[config.mk]
export PLATFORM = sky130hd
export DESIGN_NAME = cdc_hs_rx
export DESIGN_NICKNAME = d
export VERILOG_FILES = /design/src/rtl/cdc_hs_rx_pkg.sv /design/src/rtl/cdc_hs_rx_sync.sv /design/src/rtl/cdc_hs_rx.sv
export SDC_FILE = /design/constraint.sdc
export NUM_CORES = 1
export LEC_CHECK = 0
export BUFFER_PORTS_ARGS = -buffer_cell sky130_fd_sc_hd__buf_2
export CAP_MARGIN = 0
export CORE_UTILIZATION = 38
export DETAILED_ROUTE_END_ITERATION = 8
export PLACE_DENSITY = 0.72
export SLEW_MARGIN = 5
export SYNTH_ARGS = -nofsm -noshare
export SYNTH_HDL_FRONTEND = slang
export SYNTH_SLANG_ARGS = --single-unit
export TNS_END_PERCENT = 100
[constraint.sdc]
create_clock -name clk -period 5.5 [get_ports clk]
set_clock_uncertainty 0.15 [all_clocks]
set_input_delay 0.825 -clock clk [delete_from_list [all_inputs] [get_ports clk]]
set_output_delay 0.825 -clock clk [all_outputs]
set_load 0.05 [all_outputs]
[src/rtl/cdc_hs_rx_pkg.sv]
// Shared types and constants for the toggle-handshake CDC receiver.
package cdc_hs_rx_pkg;

  typedef enum logic [1:0] {
    StIdle,
    StHold,
    StAck
  } state_e;

  localparam int unsigned MaskLen = 3;
  localparam int unsigned MaskW   = $clog2(MaskLen + 1);
  localparam int unsigned OvrCntW = 8;

endpackage

[src/rtl/cdc_hs_rx_sync.sv]
// Two-flop synchronizer for a single asynchronous bit.
module cdc_hs_rx_sync (
  input  logic clk_i,
  input  logic rst_ni,
  input  logic d_i,
  output logic q_o
);

  logic s1_q, s2_q;

  always_ff @(posedge clk_i or negedge rst_ni) begin
    if (!rst_ni) begin
      s1_q <= 1'b0;
      s2_q <= 1'b0;
    end else begin
      s1_q <= d_i;
      s2_q <= s1_q;
    end
  end

  assign q_o = s2_q;

endmodule

[src/rtl/cdc_hs_rx.sv]
// Receive side of a toggle request/ack CDC handshake with overrun detection.
// Define CDC_HS_RX_OVR_CNT_EN to build the saturating overrun counter.
module cdc_hs_rx
  import cdc_hs_rx_pkg::*;
#(
  parameter int unsigned DATA_W        = 32,
  parameter int unsigned ACK_ON_ACCEPT = 1
) (
  input  logic               clk,
  input  logic               rstb,
  input  logic               req_tgl,
  input  logic [DATA_W-1:0]  req_data,
  output logic               ack_tgl,
  output logic               out_valid,
  output logic [DATA_W-1:0]  out_data,
  input  logic               out_ready,
  output logic               ovr_err,
  input  logic               ovr_clr,
  output logic [OvrCntW-1:0] ovr_cnt
);

  state_e             state_q, state_d;
  logic               s2, s3_q;
  logic [MaskW-1:0]   mask_q, mask_d;
  logic               ack_q, ack_d;
  logic               valid_q, valid_d;
  logic [DATA_W-1:0]  data_q, data_d;
  logic               err_q, err_d;
  logic               req_edge, capture, accept, overrun;

  cdc_hs_rx_sync u_sync (
    .clk_i  (clk),
    .rst_ni (rstb),
    .d_i    (req_tgl),
    .q_o    (s2)
  );

  // Edges seen during the post-reset mask are absorbed since s3 still tracks s2.
  assign req_edge = (s2 != s3_q) && (mask_q == '0);
  assign mask_d   = (mask_q != '0) ? mask_q - 1'b1 : mask_q;

  always_ff @(posedge clk or negedge rstb) begin
    if (!rstb) begin
      state_q <= StIdle;
      s3_q    <= 1'b0;
      mask_q  <= MaskW'(MaskLen);
      ack_q   <= 1'b0;
      valid_q <= 1'b0;
      data_q  <= '0;
      err_q   <= 1'b0;
    end else begin
      state_q <= state_d;
      s3_q    <= s2;
      mask_q  <= mask_d;
      ack_q   <= ack_d;
      valid_q <= valid_d;
      data_q  <= data_d;
      err_q   <= err_d;
    end
  end

  always_comb begin
    state_d = state_q;
    unique case (state_q)
      StIdle:  if (req_edge) state_d = StHold;
      StHold:  if (valid_q && out_ready) state_d = StAck;
      StAck:   state_d = StIdle;
      default: state_d = StIdle;
    endcase
  end

  always_comb begin
    capture = (state_q == StIdle) && req_edge;
    accept  = (state_q == StHold) && valid_q && out_ready;
    overrun = req_edge && (state_q != StIdle);

    valid_d = valid_q;
    if (capture) valid_d = 1'b1;
    if (accept)  valid_d = 1'b0;

    data_d = capture ? req_data : data_q;

    ack_d = ack_q;
    if (ACK_ON_ACCEPT != 0) begin
      if (state_q == StAck) ack_d = ~ack_q;
    end else if (capture) begin
      ack_d = ~ack_q;
    end

    // A same-cycle overrun beats the clear.
    err_d = err_q;
    if (overrun)      err_d = 1'b1;
    else if (ovr_clr) err_d = 1'b0;
  end

`ifdef CDC_HS_RX_OVR_CNT_EN
  logic [OvrCntW-1:0] cnt_q, cnt_d;

  always_comb begin
    cnt_d = cnt_q;
    if (overrun) begin
      if (cnt_q != '1) cnt_d = cnt_q + 1'b1;
    end else if (ovr_clr) begin
      cnt_d = '0;
    end
  end

  always_ff @(posedge clk or negedge rstb) begin
    if (!rstb) cnt_q <= '0;
    else       cnt_q <= cnt_d;
  end

  assign ovr_cnt = cnt_q;
`else
  assign ovr_cnt = '0;
`endif

  assign ack_tgl   = ack_q;
  assign out_valid = valid_q;
  assign out_data  = data_q;
  assign ovr_err   = err_q;

endmodule

### Word-level counts from Yosys, hierarchy flattened

Cells that the tools add are included.

* mux-type cells: 7
* add/sub/neg operators: 1
* eq/ne operators: 5
* reductions and logical operators: 13
* bitwise gates (word level): 1

Operators with widths (number)
* nonzero test 2 bit: 4
* logical AND 1 bit: 6
* zero test 2 bit: 2
* two-way mux 1 bit: 4
* two-way mux 2 bit: 2
* != test 2 bit (second input constant): 2
* case mux 2 bit (2 select lines): 1
* == test 2 x 1 -> 1 bit (second input constant): 1
* == test 2 bit (second input constant): 1
* AND reduction 2 bit: 1
* subtractor 2 x 1 -> 2 bit (second input constant): 1
* != test 1 bit: 1
* NOT 1 bit: 1

* logic and storage cells: 36
* input bits: 37
* output and inout port bits: 43
* flip-flop bits (word level): 42

### Logic depth before layout (Yosys ltp)

Gate-level depths: netlist (run 1).

* depth in word-level cells: 5
* mapped depth: 6
* gate-level depth less buffers: 4

### Hierarchy

Synthesis (run 1) repeated with hierarchy kept, for this count alone.

* cells, all modules: 105
* area, all modules: 1747.9 um^2

Modules (own cells, without submodules)
* cdc_hs_rx: area each 1697.9 um^2, sequential area each 1003.5 um^2, instances 1, cells an instance 103
* cdc_hs_rx_sync: area each 50.0 um^2, sequential area each 50.0 um^2, instances 1, cells an instance 2

### Worst setup path after synthesis (run 1)

Ideal clock, no wire load.

* kind: reg2reg
* from: reg mask_q[0]
* to: reg data_q[10] (netlist: out_data[10])
* arrival: 1485 ps
* data required time: 5225 ps
* period minus slack after synthesis: 1761 ps
* slack: 3739 ps
* path buffers: 2
* library setup time: 125 ps
* stages on the path, launching flop included: 7
* cells stage by stage: dfstp_2 > inv_1 > ha_1 > clkbuf_2 > nand3_2 > buf_6 > mux2_4

* longest elaborated chain between the ends: 3

RTL lines
* start, declared: line cdc_hs_rx.sv:24 `logic [MaskW-1:0] mask_q, mask_d;`
* start signal, assigned: line cdc_hs_rx.sv:46 `mask_q <= MaskW'(MaskLen);`
* start signal, assigned: line cdc_hs_rx.sv:54 `mask_q <= mask_d;`
* zero test 2 bit: line cdc_hs_rx.sv:39 `assign req_edge = (s2 != s3_q) && (mask_q == '0);`
* logical AND 1 bit: line cdc_hs_rx.sv:39
* logical AND 1 bit: line cdc_hs_rx.sv:73 `capture = (state_q == StIdle) && req_edge;`
* end signal, assigned: line cdc_hs_rx.sv:57 `data_q <= data_d;`
* end, declared: line cdc_hs_rx.sv:27 `logic [DATA_W-1:0] data_q, data_d;`

Every way passes these cells.
A chain may end at the register's enable or synchronous reset.

### Final worst setup path (run 1)

* from: reg mask_q[1]
* to: reg data_q[4] (netlist: out_data[4])

Same word-level chain as after synthesis.

==> results of run 1 <==
Yosys cell counts (all sizes together):
cell type / number / area [um^2]
dfrtp: 40 / 1001
nand2: 1 / 3.750
mux2i: 1 / 10.01
inv: 4 / 15.01
mux2: 32 / 469.2
clkbuf: 1 / 5.000
conb: 1 / 3.750
a311oi: 1 / 8.760
o21ai: 1 / 5.000
buf: 11 / 93.84
ha: 1 / 12.51
xnor2: 2 / 17.52
o22ai: 1 / 6.260
xor2: 1 / 8.760
nand3: 1 / 10.01
nor2: 1 / 3.750
a21oi: 1 / 5.000
dfstp: 2 / 52.55
nand2b: 1 / 6.260
and4b: 1 / 10.01
cell families after synthesis:
logic type                 synth area share [%]
AOI/OAI and AO/OA                         1.431
xor gates and xnor gates                  1.503
and+or+nand+nor                           1.933
DFF                                       60.27
buffers and inverters                     6.513
adders and majority gates                0.7157
other                                    0.2145
muxes                                     27.42
sequential cells by signal (all words and copies together) (netlist names):
register and count:
ack_tgl 1, mask_q 2, out_data 32, out_valid 1, ovr_err 1, s3_q 1
state_q 2, u_sync.q_o 1, u_sync.s1_q 1
through the flow:
step | std cells | util (%) | hold slack, ns | setup WS (ns)
4_1_cts | 231 | 49.63 | 0.1911 | 2.962
6_report | 231 | 49.63 | 0.1868 | 3.036
2_1_floorplan | 112 | - | 0.1812 | 3.739
3_5_place_dp | 223 | 47.80 | 0.1847 | 2.986
3_3_place_gp | 223 | 47.80 | 0.1837 | 3.049
5_1_grt | 231 | 49.63 | 0.1958 | 2.844
metal layers:
metal | vias up | part of all wire, % | GRT usage, %
met2 | 50 | 43 | 18.80
met4 | 0 | 1.8 | 6.000
met5 | - | 0 | 0
li1 | 482 | - | -
met1 | 503 | 46 | 18.30
met3 | 5 | 8.8 | 6.105
placed cells by master (no fill, tap or decap):
master / n
dfrtp_1: 40
a311oi_1: 1
xor2_1: 1
mux2_4: 29
conb_1: 8
xnor2_1: 2
o22ai_1: 1
mux2_2: 3
nand2_1: 1
nor2_1: 1
mux2i_1: 1
clkbuf_8: 5
and4b_1: 1
nand3_2: 1
o21ai_0: 1
clkbuf_1: 3
a21oi_1: 1
nand2b_1: 1
dfstp_2: 2
ha_1: 1
inv_1: 4
buf_2: 71
layout make-up:
type | count | area, um^2 | area share (%)
Sequential cell | 42 | 1054 | 48.42
Inverter | 4 | 15.01 | 0.6901
Clock buffer | 8 | 80.08 | 3.680
Multi-Input combinational cell | 54 | 606.8 | 27.89
Tap cell | 52 | 65.06 | 2.990
Timing Repair Buffer | 71 | 355.3 | 16.33
worst max path at each step:
| stage | endpoint | slack (ns) | cells after the start |
|---|---|---|---|
| finish | out_data[4] | 3.04 | 4 |
| global route | out_data[20] | 2.84 | 4 |
| floorplan | out_data[10] | 3.74 | 6 |
| CTS | out_data[9] | 2.96 | 4 |
| detailed placement | out_data[31] | 2.99 | 4 |
| global placement | out_data[22] | 3.05 | 4 |
worst register-to-register path: cells and delay by family (launching register included):
family,cells,cell delay [ns]
and+or+nand+nor,1,0.85
muxes,1,0.65
DFF,1,0.37
adders and majority gates,1,0.28
buffers and inverters,1,0.06
==> metrics.csv, run 1 <==
metric,value,unit
gr-total-overflow,0,
tns,0,ns
synthCells,105,
totalWireLength,3017,um
relSlewSlack,28.36,%
dpl_cell_area,0.002096,mm^2
status,completed,
cts_htree_levels,2,
hold_path_end,u_sync.q_o,
cap_viol_max_count,0,
max_freq,405.8,MHz
cts_hold_buf,0,
path_cells,inv_1 > ha_1 > nand3_2 > mux2_4,
synth.avg_cell_area,16.65,um^2
coreArea,0.004384,mm^2
slowest_stage,nand3_2,
drive_above_1_share,62.01,%
portBuffers,71,
ant_nets,0,
final_area,0.002176,mm^2
vias,1040,
crit_required,5.52,ns
rsz0062_at_grt,no,
cts_sinks,42,
reg2reg_to,out_data[4],
timing.rr.start,mask_q[1],
fin_crit,2.464,ns
route.detailed.drc,0,
fin_crit_sh,44.80,%
grt_max_degree,43,
ioPinCount,80,
rows,24,
ff2ff_path_depth,4,
syn-cell-area,0.001748,mm^2
holdCritPathClass,reg2reg,
cts_setup_buffers,0,
die_w,69.82,um
critPathArrivalTime,2.48,ns
drt_iter0_drc,27,
tightest_slew,1.075,ns
cp-start-kind,flip-flop,
ys_types,22,
path_class,reg2reg,
slew_violations,0,
nFillCells,393,
hold_path_depth,0,
globalplace.congestion,0.6585,
synth.yosys.warnings,0,
cp_slowest_stage_delay,0.85,ns
detailed_place_hpwl,1973,um
dr.pass1.iters,3,
numCtsBuffers,5,
grt_use_total,13.60,%
cp_max_fo,33,
clockRootBuffer,clkbuf_8,
hold_violations,0,
synth-seq-cells,42,
critPathTopFamily,simple AND/OR/NAND/NOR gates,
clockBufferDepth,2,
path_buf_inv,1,
post_drt_wl_per_cell,13.06,um
end_kind,flip-flop,
final-setup-viol-count,0,
die-area,0.004875,mm^2
cts_resized,0,
die_h,69.82,um
grt_pass1_vias,1031,
cts_tree,built,
reg2reg_slack,3.04,ns
antenna_found_initial,0,
syn_to_final_growth,24.48,%
hold_start,u_sync.s1_q,
final_nets,216,
startpoint,mask_q[1],
n_antenna_cell,0,
routed_via_density,4.502,
grt_pass1_wl,4988,um
start_util,39.87,%
yosysSeqAreaShare,60.27,%
insertion_delay,0.30,ns
clk_pin_slew,0.09,ns
Power of run 1 is left out: the tool's default activity adds up to more than one toggle a clock period on the data nets, which glitch-free logic cannot reach.
==> run 2, diff against run 1 <==
--- a/config.mk
+++ b/config.mk
@@ -5,6 +5,7 @@
 export SDC_FILE = /design/constraint.sdc
 export NUM_CORES = 1
 export LEC_CHECK = 0
+export ABC_AREA = 1
 export BUFFER_PORTS_ARGS = -buffer_cell sky130_fd_sc_hd__buf_2
 export CAP_MARGIN = 0
 export CORE_UTILIZATION = 38
==> constraint.sdc (replaced) <==
create_clock -name clk -period 2.5 [get_ports clk]
set_clock_uncertainty 0.15 [all_clocks]
set_input_delay 0.375 -clock clk [delete_from_list [all_inputs] [get_ports clk]]
set_output_delay 0.375 -clock clk [all_outputs]
set_load 0.05 [all_outputs]
==> metrics.csv, run 2 <==
metric,value,unit,change
rows,24,,unchanged
most-common-layout-cells,"buf_2 (71), nand2_1 (66), dfrtp_1 (40), nand3_1 (32)",,
ff2ff_path_depth,6,,+2
yosysTopAreaCell,dfrtp_1,,
end_kind,flip-flop,,
fin_ws,0.6440,ns,-2.392 ns
ys_types,21,,-4.5%
syn-cell-area,0.001783,mm^2,+2.0%
yosysMostFrequentCell,nand2_1,,
reg2reg_slack,0.64,ns,-2.39 ns
route.detailed.drc,14,,+14
globalplace.congestion,0.7732,,+17%
cts_htree_levels,2,,unchanged
start_util,40.12,%,+0.25 points
syn_to_final_growth,24.21,%,
fin_crit,1.856,ns,-0.6082 ns
drt_iter0_drc,105,,+290%
p_leak,1.259,nW,
final_nets,295,,+37%
crit_required,2.57,ns,-2.95 ns
pre_cts_ws,0.6265,ns,-2.359 ns
dr.pass1.iters,7,,+4
final-setup-viol-count,0,,unchanged
timing.rr.start,mask_q[0],,
clk_pin_slew,0.08,ns,about the same
holdCritPathClass,in2reg,,
coreArea,0.004444,mm^2,+1.4%
cp_max_fo,33,,unchanged
hold_start,req_tgl,,
detailed_place_hpwl,2444,um,+24%
largest_reg_flops,32,,unchanged
portBuffers,71,,unchanged
tightest_slew,0.7107,ns,-0.3638 ns
critPathArrivalTime,1.93,ns,-0.55 ns
synthMuxAreaShare,0,%,-27 points
tns,0,ns,unchanged
grt_use_total,15.35,%,+1.8 points
cpMostUsedCell,nand2_1,,
numCtsBuffers,5,,unchanged
hold_slack,0.04518,ns,-0.1416 ns
gr-total-overflow,0,,unchanged
die_w,70.50,um,+0.97%
synth_edf_count,0,,unchanged
drive_above_1_share,36.05,%,-26 points
grt_pass1_wl,5899,um,+18%
grt_pass1_vias,1314,,+27%
met2_usage,24.70,%,+5.9 points
die-area,0.004970,mm^2,+2.0%
p_per_area,1570,mW/mm^2,
routed_via_density,4.565,,+1.4%
cts_hold_buf,1,,+1
slew_violations,0,,unchanged
die_h,70.50,um,+0.97%
clockRootBuffer,clkbuf_8,,
peakVddDrop,0.0005018,V,
hold_violations,0,,unchanged
hold_path_end,u_sync.s1_q,,
power,3.476,mW,
grtUsageMet1,19.51,%,+1.2 points
ioPinCount,80,,unchanged
path_class,reg2reg,,
seq_area,0.001054,mm^2,unchanged
final_common_cell,buf_2,,
grt_busiest_layer,met2,,
rsz0062_at_grt,no,,
relSlewSlack,52.50,%,+24 points
cts_tree,built,,
fin_crit_sh,74.24,%,+29 points
synth_fa_ha_area_share,0.7018,%,-0.014 points
netlist.area_leader.share,56.14,%,-1.1 points
synthArstFlopShare,100.0,%,unchanged
synth-seq-cells,42,,unchanged
synth.yosys.warnings,0,,unchanged
synth-simple-area-share,28.00,%,+26 points
cts_resized,0,,unchanged
status,"complete, but fails checks",,
max_freq,538.8,MHz,+33%
insertion_delay,0.29,ns,about the same
synth_flop_cell,dfrtp_1,,
cp-start-kind,flip-flop,,
n_antenna_cell,0,,unchanged
clockBufferDepth,2,,unchanged
yosys-top-cells-area,"dfrtp_1 (56%), nand2_1 (14%), nand3_1 (9.0%)",,
synthTopCellsByCount,"nand2_1 (66), dfrtp_1 (40), nand3_1 (32)",,
failed_checks,DRC,,
slowest_stage,nor2_4,,
vias,1415,,+36%
nFillCells,444,,+13%
cts_sinks,42,,unchanged
synthCells,186,,+77%
post_drt_wl_per_cell,11.65,um,-11%
hold_path_depth,1,,+1
synth_top_family_by_area,simple AND/OR/NAND/NOR gates,,
antenna_found_initial,0,,unchanged
yosysSeqAreaShare,59.09,%,-1.2 points
cts_setup_buffers,0,,unchanged
cp_slowest_stage_delay,0.56,ns,-0.29 ns
grt_max_degree,35,,-19%
ant_nets,0,,unchanged
use_met3,4.906,%,-1.2 points
cap_viol_max_count,0,,unchanged
totalWireLength,3612,um,+20%
synth.avg_cell_area,9.586,um^2,-42%
synth_xor_area_share,0.9825,%,-0.52 points
synth_compound_area_share,1.754,%,+0.32 points
path_cells,inv_1 > ha_1 > nand2_1 > nor2_4 > nand3_1 > nand2_1,,
reg2reg_to,out_data[20],,
multiInputGateArea,590.6,um^2,-2.7%
[run 2: cell types whose count changed after synthesis, moves of 4 or more]
cell / change
inv_1: +4
mux2_4: -29
nand2_1: +65
nand2_2: +5
nand3_1: +32
[run 2: layout make-up]
type                       instances  area share [%]
sequential                        42           47.57
multi-input combinational        125           26.67
timing repair buffer              74           17.18
clock buffer                       7           3.898
tap                               52           2.938
inverter                           9           1.525
clock inverter                     1          0.2260
[run 2: cell families (layout without fill, tap and decap cells)]
| logic type | count (synthesis) | count (layout) |
|---|---|---|
| other cells | 1 | 8 |
| fa+ha+maj | 1 | 1 |
| buf+inv | 26 | 91 |
| xor+xnor | 2 | 2 |
| simple gates | 109 | 109 |
| flops | 42 | 42 |
| compound gates | 5 | 5 |
[run 2: worst max path at each step]
stage	slack (ns)	startpoint	end	depth (start not counted)
after global placement	0.71	mask_q[0]	out_data[17]	6
final	0.64	mask_q[0]	out_data[20]	6
after CTS	0.61	mask_q[0]	out_data[13]	6
after global routing	0.44	mask_q[0]	out_data[3]	6
after detailed placement	0.63	mask_q[0]	out_data[13]	6
after floorplan	1.01	mask_q[0]	out_data[0]	7
[run 2: routing by layer]
metal	vias to the layer above	wire [um]
met3	0	214
met1	648	1679
met4	0	0
met5	-	0
li1	713	-
met2	54	1718
[run 2: through the flow]
step	std cells	instance area, um^2	util (%)
final	310	2215	49.83
after CTS	310	2215	49.83
after global routing	310	2215	49.83
after detailed placement	301	2113	47.55
after floorplan	193	1809	-
after global placement	301	2113	47.55
[run 2: report_power, final]
part           switching [mW]  internal, mW  total (mW)
clock                   0.217         0.223       0.440
combinational            1.49         0.406        1.90
sequential              0.163         0.972        1.14
[run 2: critical path: cells and delay by family, from the launching register on]
kind                     cells  cell delay (ns)
AND/OR/NAND/NOR              4             0.95
buffers and inverters        1             0.05
flip-flops                   1             0.38
adder cells (fa/ha/maj)      1             0.26
Note: power is estimated with default switching activity, not from simulation.
==> run 3, diff against run 2 <==
--- a/config.mk
+++ b/config.mk
@@ -10,7 +10,7 @@
 export CAP_MARGIN = 0
 export CORE_UTILIZATION = 38
 export DETAILED_ROUTE_END_ITERATION = 8
-export PLACE_DENSITY = 0.72
+export PLACE_DENSITY = 0.74
 export SLEW_MARGIN = 5
 export SYNTH_ARGS = -nofsm -noshare
 export SYNTH_HDL_FRONTEND = slang
==> constraint.sdc (replaced) <==
create_clock -name clk -period 1.5 [get_ports clk]
set_clock_uncertainty 0.15 [all_clocks]
set_input_delay 0.225 -clock clk [delete_from_list [all_inputs] [get_ports clk]]
set_output_delay 0.225 -clock clk [all_outputs]
set_load 0.05 [all_outputs]
==> metrics.csv, run 3 (synthesis results as in run 2) <==
metric,value,unit,change
status,"complete, but fails checks",,
failed_checks,DRC,,
portBuffers,71,,unchanged
post_drt_wl_per_cell,11.87,um,+1.9%
final_nets,309,,+4.7%
detailed_place_hpwl,2630,um,+7.6%
grt_use_total,16.41,%,+1.1 points
ff2ff_path_depth,8,,+2
largest_reg_flops,32,,unchanged
grt_max_degree,21,,-40%
routed_via_density,4.549,,-0.33%
rsz0062_at_grt,yes,,
timing.rr.start,mask_q[0],,
drive_above_1_share,43.75,%,+7.7 points
syn_to_final_growth,38.53,%,
reg2reg_to,out_data[20],,
numCtsBuffers,5,,unchanged
totalWireLength,3847,um,+6.5%
path_cells,inv_2 > ha_4 > inv_2 > a21oi_2 > nand3_4 > clkbuf_16 > nand2_2 > nand2_1,,
power,6.173,mW,+78%
grt_pass1_vias,1387,,+5.6%
cp-start-kind,flip-flop,,
critPathTopFamily,flip-flops,,
route.detailed.drc,12,,-2
crit_required,1.53,ns,-1.04 ns
clockBufferDepth,2,,unchanged
final_core_util,55.57,%,+5.7 points
die_w,70.50,um,unchanged
rows,24,,unchanged
fin_crit,1.447,ns,-0.4091 ns
die_h,70.50,um,unchanged
cp_slowest_stage_delay,0.38,ns,-0.18 ns
cpMostUsedCell,inv_2,,
hold_path_end,out_data[17],,
cap_viol_max_count,0,,unchanged
hold_path_depth,3,,+2
die-area,0.004970,mm^2,unchanged
slowest_stage,dfstp_2,,
path_buf_inv,3,,+2
critPathArrivalTime,1.48,ns,-0.45 ns
ioPinCount,80,,unchanged
dr.pass1.iters,6,,-1
hold_start,req_data[17],,
coreArea,0.004444,mm^2,unchanged
cts_htree_levels,2,,unchanged
tns,0,ns,unchanged
reg2reg_slack,0.05,ns,-0.59 ns
cts_tree,built,,
end_kind,flip-flop,,
cts_sinks,42,,unchanged
holdCritPathClass,in2reg,,
max_freq,691.1,MHz,+28%
path_class,reg2reg,,
globalplace.congestion,0.6384,,-17%
vias,1474,,+4.2%
drt_iter0_drc,69,,-34%
cp_max_fo,8,,-76%
antenna_found_initial,0,,unchanged
fin_crit_sh,96.46,%,+22 points
hold_violations,0,,unchanged
clockRootBuffer,clkbuf_8,,
n_antenna_cell,0,,unchanged
final_common_cell,buf_2,,
pre_cts_ws,-0.2501,ns,-0.8766 ns
nFillCells,409,,-7.9%
clk_pin_slew,0.08,ns,about the same
gr-total-overflow,0,,unchanged
start_util,40.12,%,unchanged
p_per_area,2499,mW/mm^2,+59%
p_leak,1.371,nW,+8.9%
fin_ws,0.05305,ns,-0.5909 ns
insertion_delay,0.29,ns,about the same
final-setup-viol-count,0,,unchanged
slew_violations,0,,unchanged
grt_pass1_wl,6244,um,+5.8%
peakVddDrop,0.001129,V,+120%
most-common-layout-cells,"buf_2 (71), nand2_1 (56), dfrtp_1 (40), nand3_1 (32), nand2_2 (14)",,
ant_nets,0,,unchanged
[run 3: per-layer routing]
metal	global-route usage [%]	wire, um	vias up
met1	20.11	1643	683
met4	5.442	42	0
met5	0	0	-
li1	-	-	737
met2	27.94	1928	49
met3	4.618	233	5
[run 3: area by class of cell]
cell class                 instances  area (um^2)  share of cell area [%]
sequential                        42         1054                   42.65
multi-input combinational        126        644.4                   26.09
timing repair buffer              87        563.0                   22.80
clock buffer                       8        110.1                   4.458
tap                               52        65.06                   2.634
inverter                           9        33.78                   1.368
[run 3: worst reg2reg max path, cell delays in order, from the launching register on]
cell and delay [ns]:
dfstp_2 0.38, inv_2 0.06, ha_4 0.15, inv_2 0.04, a21oi_2 0.14, nand3_4 0.14
clkbuf_16 0.20, nand2_2 0.05, nand2_1 0.04
[run 3: worst max path at each step]
stage / from / endpoint / cells past startpoint
floorplan: mask_q[0] / out_data[0] / 7
CTS: mask_q[0] / out_data[11] / 8
finish: mask_q[0] / out_data[20] / 8
detailed placement: mask_q[0] / out_data[11] / 6
global route: mask_q[0] / out_data[5] / 8
global placement: mask_q[0] / out_data[31] / 6
[run 3: repair_timing]
item | in CTS | in global routing
endpoints found under the setup margin | 33 | 31
cloned | 1 | 1
pin swaps | 3 | 0
buffers inserted | 4 | 0
gates resized for setup | 4 | 12
hold endpoints to repair | 34 | 0
hold buffers | 3 | 0
[run 3: report_power, final]
| group | leakage [nW] | internal (mW) | switching [mW] |
|---|---|---|---|
| combinational | 0.805 | 0.875 | 2.54 |
| clock | 0.0575 | 0.465 | 0.369 |
| sequential | 0.509 | 1.62 | 0.299 |
[run 3: stage by stage]
step	area [um^2]	hold WS, ns	cells
after floorplan	1809	-0.2206	193
after global placement	2196	-0.001251	307
after detailed placement	2196	-0.001249	307
after CTS	2412	0.005493	323
after global routing	2470	0.007908	324
final	2470	0.007783	324
